### config.mk
export PLATFORM = sky130hd
export DESIGN_NAME = ternary_stream_feeder
export DESIGN_NICKNAME = d
export VERILOG_FILES = /design/src/rtl/ternary_stream_feeder_pkg.sv /design/src/rtl/ternary_stream_feeder_decode.sv /design/src/rtl/ternary_stream_feeder.sv
export SDC_FILE = /design/constraint.sdc
export NUM_CORES = 1
export LEC_CHECK = 0
export ABC_CLOCK_PERIOD_IN_PS = 8900
export CAP_MARGIN = 20
export CORE_AREA = 5 5 345 483
export DETAILED_ROUTE_END_ITERATION = 8
export DIE_AREA = 0 0 350 488
export GPL_TIMING_DRIVEN = 1
export SLEW_MARGIN = 10
export SYNTH_ARGS = -nofsm -noshare
export SYNTH_HDL_FRONTEND = slang
export SYNTH_SLANG_ARGS = --single-unit
### constraint.sdc
create_clock -name lcl_clk -period 8.9 [get_ports lcl_clk]
set_input_delay 0.89 -clock lcl_clk [delete_from_list [all_inputs] [get_ports lcl_clk]]
set_output_delay 0.89 -clock lcl_clk [all_outputs]
set_load 0.005 [all_outputs]
### src/rtl/ternary_stream_feeder_pkg.sv
// Shared constants, FSM state type and coefficient code points for the ternary stream feeder.
package ternary_stream_feeder_pkg;

  localparam int unsigned NUM_COEF      = 700;
  localparam int unsigned COEF_PER_WORD = 4;
  localparam int unsigned NUM_N         = 701;
  localparam int unsigned NUM_WORDS     = NUM_COEF / COEF_PER_WORD;

  // Counter widths: 10 bits covers 0..699, 8 bits covers 0..174.
  localparam int unsigned CNT_W  = 10;
  localparam int unsigned WORD_W = 8;

  // 2-bit coefficient codes as they arrive on in_data.
  localparam logic [1:0] CODE_ZERO = 2'b00;
  localparam logic [1:0] CODE_POS  = 2'b01;
  localparam logic [1:0] CODE_NEG  = 2'b10;
  localparam logic [1:0] CODE_ILL  = 2'b11;

  typedef enum logic [2:0] {
    StIdle,
    StLoad,
    StLoaded,
    StStart,
    StStream,
    StDone
  } state_e;

endpackage

### src/rtl/ternary_stream_feeder_decode.sv
// Combinational 2-bit code decoder: rin[0] = nonzero, rin[1] = negative, illegal flags code 11.
module ternary_decode (
  input  logic [1:0] code,
  output logic [1:0] rin,
  output logic       illegal
);
  import ternary_stream_feeder_pkg::*;

  // Map code to the multiplier's {negative, nonzero} pair; illegal codes stream as zero.
  always_comb begin
    rin     = 2'b00;
    illegal = 1'b0;
    unique case (code)
      CODE_ZERO: rin = 2'b00;
      CODE_POS:  rin = 2'b01;
      CODE_NEG:  rin = 2'b11;
      CODE_ILL:  illegal = 1'b1;
    endcase
  end

endmodule

### src/rtl/ternary_stream_feeder.sv
// Loads NUM_COEF ternary coefficients word by word, then streams them one per cycle to a
// multiplier with a one-cycle en pulse before and a one-cycle done pulse after.
module ternary_stream_feeder #(
  parameter int unsigned NUM_COEF      = ternary_stream_feeder_pkg::NUM_COEF,
  parameter int unsigned COEF_PER_WORD = ternary_stream_feeder_pkg::COEF_PER_WORD
) (
  input  logic                       lcl_clk,
  input  logic                       rst,
  input  logic                       in_valid,
  output logic                       in_ready,
  input  logic [2*COEF_PER_WORD-1:0] in_data,
  input  logic                       start,
  output logic                       en,
  output logic [1:0]                 rin,
  output logic                       busy,
  output logic                       done,
  output logic                       err
);
  import ternary_stream_feeder_pkg::*;

  localparam logic [WORD_W-1:0] LAST_WORD = WORD_W'(NUM_COEF / COEF_PER_WORD - 1);
  localparam logic [CNT_W-1:0]  LAST_COEF = CNT_W'(NUM_COEF - 1);

  state_e            state_q, state_d;
  logic [WORD_W-1:0] word_q, word_d;
  logic [CNT_W-1:0]  strm_q, strm_d;
  logic              err_q, err_d;

  logic [1:0]        coef_q [NUM_COEF];

  logic              xfer;
  logic              wr_en;
  logic [WORD_W-1:0] wr_word;
  logic [CNT_W-1:0]  wr_base;

  logic [2*COEF_PER_WORD-1:0] lane_rin;
  logic [COEF_PER_WORD-1:0]   lane_ill;
  logic [2*COEF_PER_WORD-1:0] lane_code;
  logic                       word_ill;
  logic [1:0]                 out_rin;
  logic                       out_ill;

  assign xfer    = in_valid & in_ready;
  assign word_ill = |lane_ill;
  assign wr_base = CNT_W'(wr_word) * CNT_W'(COEF_PER_WORD);

  // Per-lane load-side decode; illegal codes are scrubbed to zero before storage.
  for (genvar g = 0; g < COEF_PER_WORD; g++) begin : g_lane
    ternary_decode u_load_dec (
      .code    (in_data[2*g +: 2]),
      .rin     (lane_rin[2*g +: 2]),
      .illegal (lane_ill[g])
    );
    // Re-encode the decoded pair as a canonical code: 11 -> 10, 01 -> 01, 00 -> 00.
    assign lane_code[2*g +: 2] = {lane_rin[2*g+1], lane_rin[2*g] & ~lane_rin[2*g+1]};
  end

  // Stream-side decode of the coefficient selected by the stream counter.
  ternary_decode u_out_dec (
    .code    (coef_q[strm_q]),
    .rin     (out_rin),
    .illegal (out_ill)
  );

  // Next-state, counter and error-flag logic.
  always_comb begin
    state_d = state_q;
    word_d  = word_q;
    strm_d  = strm_q;
    err_d   = err_q;
    wr_en   = 1'b0;
    wr_word = word_q;
    unique case (state_q)
      StIdle: begin
        if (xfer) begin
          wr_en   = 1'b1;
          wr_word = '0;
          err_d   = word_ill;
          word_d  = WORD_W'(1);
          state_d = StLoad;
        end
      end
      StLoad: begin
        if (xfer) begin
          wr_en = 1'b1;
          err_d = err_q | word_ill;
          if (word_q == LAST_WORD) begin
            state_d = StLoaded;
          end else begin
            word_d = word_q + WORD_W'(1);
          end
        end
      end
      StLoaded: begin
        if (start) state_d = StStart;
      end
      StStart: begin
        strm_d  = '0;
        state_d = StStream;
      end
      StStream: begin
        if (strm_q == LAST_COEF) begin
          strm_d  = '0;
          state_d = StDone;
        end else begin
          strm_d = strm_q + CNT_W'(1);
        end
      end
      StDone: begin
        word_d  = '0;
        state_d = StIdle;
      end
      default: state_d = StIdle;
    endcase
  end

  // Control state register with synchronous reset.
  always_ff @(posedge lcl_clk) begin
    if (rst) begin
      state_q <= StIdle;
      word_q  <= '0;
      strm_q  <= '0;
      err_q   <= 1'b0;
    end else begin
      state_q <= state_d;
      word_q  <= word_d;
      strm_q  <= strm_d;
      err_q   <= err_d;
    end
  end

  // Coefficient buffer write; contents survive reset, reset only blocks a same-cycle write.
  always_ff @(posedge lcl_clk) begin
    if (wr_en && !rst) begin
      for (int j = 0; j < COEF_PER_WORD; j++) begin
        coef_q[wr_base + CNT_W'(j)] <= lane_code[2*j +: 2];
      end
    end
  end

  // Outputs decoded from the registered state.
  always_comb begin
    in_ready = (state_q == StIdle) || (state_q == StLoad);
    en       = (state_q == StStart);
    busy     = (state_q != StIdle);
    done     = (state_q == StDone);
    err      = err_q;
    // out_ill cannot fire: illegal codes were scrubbed on load.
    rin      = ((state_q == StStream) && !out_ill) ? out_rin : 2'b00;
  end

endmodule

== Word-level counts from Yosys, hierarchy flattened ==
Memories as Yosys holds them, arrays and structs flattened. A register that Yosys moved wholly into a read port is not among the register bits.
Index checks and enable logic that the tools add are counted.
Operators by class
  bitwise logic cells: 10
  equality and inequality tests: 28
  muxes and demuxes: 34
  add/subtract/negate cells: 5
  reductions and logical operators: 15
Operators with widths (count)
  $mux W8: 5
  $mux W10: 3
  $pmux W8 S3: 1
  $add A10 B1 Y10 const B: 2
  $add A10 B2 Y10 const B: 2
  $eq A2 B2 Y1 const B: 10
  $pmux W10 S2: 1
  $pmux W2 S2: 5
  $mux W3: 5
  $pmux W3 S5: 1
  $ne A2 B2 Y1 const B: 6
  $mux W1: 11
  $eq A10 B10 Y1 const B: 1
  $eq A2 B1 Y1 const B: 5
  $add A8 B1 Y8 const B: 1
  $eq A8 B8 Y1 const B: 1
  $eq A3 B2 Y1 const B: 2
  $eq A3 B3 Y1 const B: 2
  $reduce_bool A3 Y1: 2
  $and A1 B1 Y1: 5
  $reduce_and A5 Y1: 1
  $not A1 Y1: 4
  $reduce_and A4 Y1: 1
  $reduce_bool A2 Y1: 2
  other kinds (11): 13
Word-level totals
  bits in writable memories: 1400
  logic and storage cells: 97
  memories: 1
  output and inout bits: 7
  flip-flop bits (word level): 22
  bits of input ports: 12
Memory list
  coef_q: depth 700, bits a word 2, rd ports 1, clocked after Yosys merged registers in 1, write ports 4, line ternary_stream_feeder.sv:29  | logic [1:0] coef_q [NUM_COEF];

== Depth between registers and ports, before layout ==
  depth after elaboration: 8
  depth in mapped cells: 15
  depth with buffers taken out: 9

== Hierarchy ==
A second synthesis with hierarchy kept.
Second synthesis, totals
  cells, all modules: 2821
  area, all modules: 56411.6 µm²
Modules (own cells, without submodules)
  ternary_stream_feeder: area each 56248.9 µm², sequential area each 42680.9 µm², cells each 2801, instances 1
  ternary_decode: area each 32.5 µm², sequential area each 0.0 µm², cells each 4, instances 5

== Least setup slack after synthesis ==
OpenSTA, ideal clock, no wires.
  path kind: in2reg
  from: input in_data[1]
  to: memory coef_q[0][0] (data pin)
  stages: 1
  setup slack: 2624 ps
  path buffers: 0
  arrival: 5208 ps
  required time: 7832 ps
  path through: nor2b_1
RTL lines
  start, declared: line ternary_stream_feeder.sv:11  | input logic [2*COEF_PER_WORD-1:0] in_data,
  end, declared: line ternary_stream_feeder.sv:29

==> summary.md <==
| Metric | Value |
|---|---|
| CTS resizes | 0 |
| Post-CTS setup buffers | 0 |
| Crit-path max FO | 44 |
| Critical Path AT | approximately 6.3 ns |
| Mean Syn Cell Area | 20.7 um2 |
| Die height | slightly below 500 um |
| Post-synth ARST share | 0% |
| Slowest stage delay, CP | 1.00 ns |
| Final Skew | roughly 0.035 ns |
| Hpwl dp | 77,000 um |
| Die X | 350 um |
| Worst Hold Depth | 2 |
| GP Congestion | around 0.78 |
| Number of hold violations in the final report | 0 |
| Num CTS Buffers | roughly 120 |
| Worst hold path type | register to register |
| Max Cap Violations | 0 |
| Total GRT Usage | around 16% |
| Post-synthesis register bit count | between 1,000 and 1,500 |
| Global-route wire length before repair | about 200,000 um |
| Number of global-route vias before repair | 28,323 |
| Antenna-violating nets left | 0 |
| Fin crit period | 7.15 ns |
| CTS hold repair buffers | 0 |
| H-tree levels | 3 |
| WL final | around 140,000 um |
| Setup slack, reg-to-reg | roughly 5.2 ns |
| Core Area | 162,000 um2 |
| Number of distinct library cells after synthesis | 63 |
| FP Rows | 175 |
| Critical path class | register to output port |
| Crit path buffers/inverters | 2 |
| Outcome | complete, no violations |
| Die area | around 170,000 um2 |
| Relative max-transition margin | 12.2% |
| Antenna violations before repair | 2 |
| Largest net degree at the start of global routing | ~180 |
| Share of cells above drive strength 1 | 20.0% |
| R2R depth | 6 |
| Startpoint Class | register |
| Clock transition at path regs | about 0.07 ns |
| Critical R2R Capture | coef_q[324][0] |
| Synth warnings | 0 |
| Primary FF master, synth | edfxtp_1 |
| Starting density of the core | about a third |
| Critical path endpoint category | output port |
| CTS Buffer Depth | 3 |
| Max stage delay cell, worst path | dfxtp_4 |
| Crit path max-delay family | simple AND/OR/NAND/NOR gates |
| Worst-path cell chain | buf_4 > mux4_2 > a22o_1 > a221oi_1 > o21ai_0 > nor3_1 > or4_1 > o211a_1 > ha_1 > nor3_1 > clkdlybuf4s50_1 |
| Final TNS setup | 0 ns |
| Power density cells | slightly above 200 nW/um2 |
| CP dominant cell by count | nor3_1 |
| 1st-pass router iterations | 5 |
| Peak supply drop | 0.000166 V |
| Worst Min Path Start | err |
| Max Fclk | 140 MHz |
| Routed WL per cell | around 27 um |
| DRT iter0 DRCs | around 2,800 |
| Worst-Skew Late Latency | around 0.75 ns |
| Place WS | approximately 2.4 ns |
| Gr ovfl total | 0 |
| Final #Nets | around 2,800 |
| Worst Hold End | err |
| CTS root buf | clkbuf_16 |
| Critical R2R Launch | state_q[2] |
| Unrepaired setup endpoints after global routing | no |
| Syn nets | 2,734 |
| Slew Viols, Final | 0 |
| Slew at the pin closest to its max-slew limit | approximately 1.3 ns |
| Via density | around 5.4 |
| Fin crit share | around four fifths |
| Pleak | around 0.017 uW |
| DRC | 0 |
| Area Overhead vs Synth | 11.3% |
| WP data required | around 8.0 ns |
| Setup WS post-layout | between 1.5 and 2 ns |
| Clock sink total | between 1,000 and 1,500 |
| Synthesized instance count | 2,717 |
| Via count | 27,232 |
| Buffers on Ports | 18 |
| CTS tree | yes |
| # IOs | 19 |
| Netlist area before placement | ~56,000 um2 |
| Register area share after synthesis | 75.8% |
| Final setup violation count | 0 |
| Post-synth EDFFs | roughly 1,400 |
cell usage after synthesis, types with 6 or more instances:
cell	n	area share, %
a211oi_1	6	0.080
a21oi_1	52	0.46
a221oi_1	10	0.16
a22o_1	8	0.12
a22oi_1	43	0.57
a31oi_1	7	0.078
and2_1	6	0.067
buf_12	12	0.43
buf_2	24	0.21
buf_4	23	0.31
buf_6	24	0.48
clkbuf_1	57	0.38
dfxtp_1	32	1.1
edfxtp_1	1400	75
inv_1	11	0.073
mux2_2	8	0.16
mux2i_1	104	1.8
mux4_1	30	1.4
mux4_2	307	12
nand2_1	97	0.65
nand3_1	15	0.13
nand4_1	11	0.12
nor2_1	219	1.5
nor2b_1	19	0.21
nor3_1	25	0.22
nor3b_1	10	0.13
o211ai_1	11	0.15
o21ai_0	25	0.22
o221ai_1	30	0.47
o22ai_1	19	0.21
or3_1	7	0.078
cells in the final DEF, fill, tap and decap left out, types with 14 or more instances in the layout:
cell type	count
a21oi_1	52
a22oi_1	43
buf_4	63
clkbuf_1	31
clkbuf_16	121
clkdlybuf4s50_1	18
clkinv_1	24
clkinv_2	14
dfxtp_1	27
edfxtp_1	1400
mux2i_1	104
mux4_1	30
mux4_2	307
nand2_1	97
nand3_1	15
nor2_1	218
nor3_1	25
o21ai_0	24
o221ai_1	30
o22ai_1	19
worst reg2reg max path, stage by stage (launching register included):
cell and delay, ns:
dfxtp_1 0.53, nor2_1 0.16, nand2_1 0.22, nor2_1 0.20
nor3b_1 0.86, nand2_1 0.64, nor2_1 0.75
kinds of logic after synthesis:
logic type               count (synthesis)  synth area share, %
flip-flops                            1432                 75.8
multiplexers                           449                 15.7
AND/OR/NAND/NOR                        435                 3.42
AO/OA/AOI/OAI                          234                 2.90
buffers and inverters                  158                 1.99
adder cells (fa/ha/maj)                  5                0.111
XOR/XNOR                                 4               0.0622
layer usage:
layer  track usage, %  vias to the layer above  wire length (um)
met5                0                        -                 0
met4             4.05                        0              3070
met3             2.14                      173              7440
met2             29.0                      911             73400
met1             20.3                    14708             53500
li1                 -                    11440                 -
per-stage QoR:
stage | power, uW | hold WS (ns) | instance area (um2) | std cells | utilization [%]
final | 12900 | 0.511 | 62700 | 5008 | 38.7
after global routing | 13300 | 0.555 | 62700 | 5006 | 38.7
after CTS | 13000 | 0.509 | 62700 | 5005 | 38.7
after detailed placement | 7850 | 0.485 | 58800 | 4785 | 36.3
after global placement | 7850 | 0.471 | 58800 | 4782 | 36.3
after floorplan | 7720 | 0.468 | 56300 | 2717 | -
where the power goes:
| part | internal [uW] | switching, uW |
|---|---|---|
| Combinational | 71.8 | 214 |
| Clock | 2860 | 2390 |
| Sequential | 7400 | 9.27 |
how the worst max path moves through the flow:
stage	from	end	slack [ns]	cells after the start
after floorplan	in_data[1]	coef_q[0][0]	2.62	1
after global placement	register	rin[0]	2.32	11
after detailed placement	register	rin[0]	2.39	11
after CTS	register	rin[0]	1.56	11
after global routing	register	rin[0]	1.50	11
final	register	rin[0]	1.75	11
flip-flops by register name (all words and copies together), names as in the netlist, named ones only:
signal	count
coef_q	1400
err	1
state_q	3
strm_q	10
word_q	8
layout make-up:
type | count | area, um2
clock buffers | 156 | 3200
diodes | 3 | 7.51
repair buffers | 91 | 848
inverters | 11 | 41.3
fillers | 14329 | 99100
flip-flops and latches | 1432 | 42700
clock inverters | 64 | 666
multi-input cells | 1127 | 12600
well taps | 2124 | 2660
Note: power is estimated with default switching activity, not from simulation.
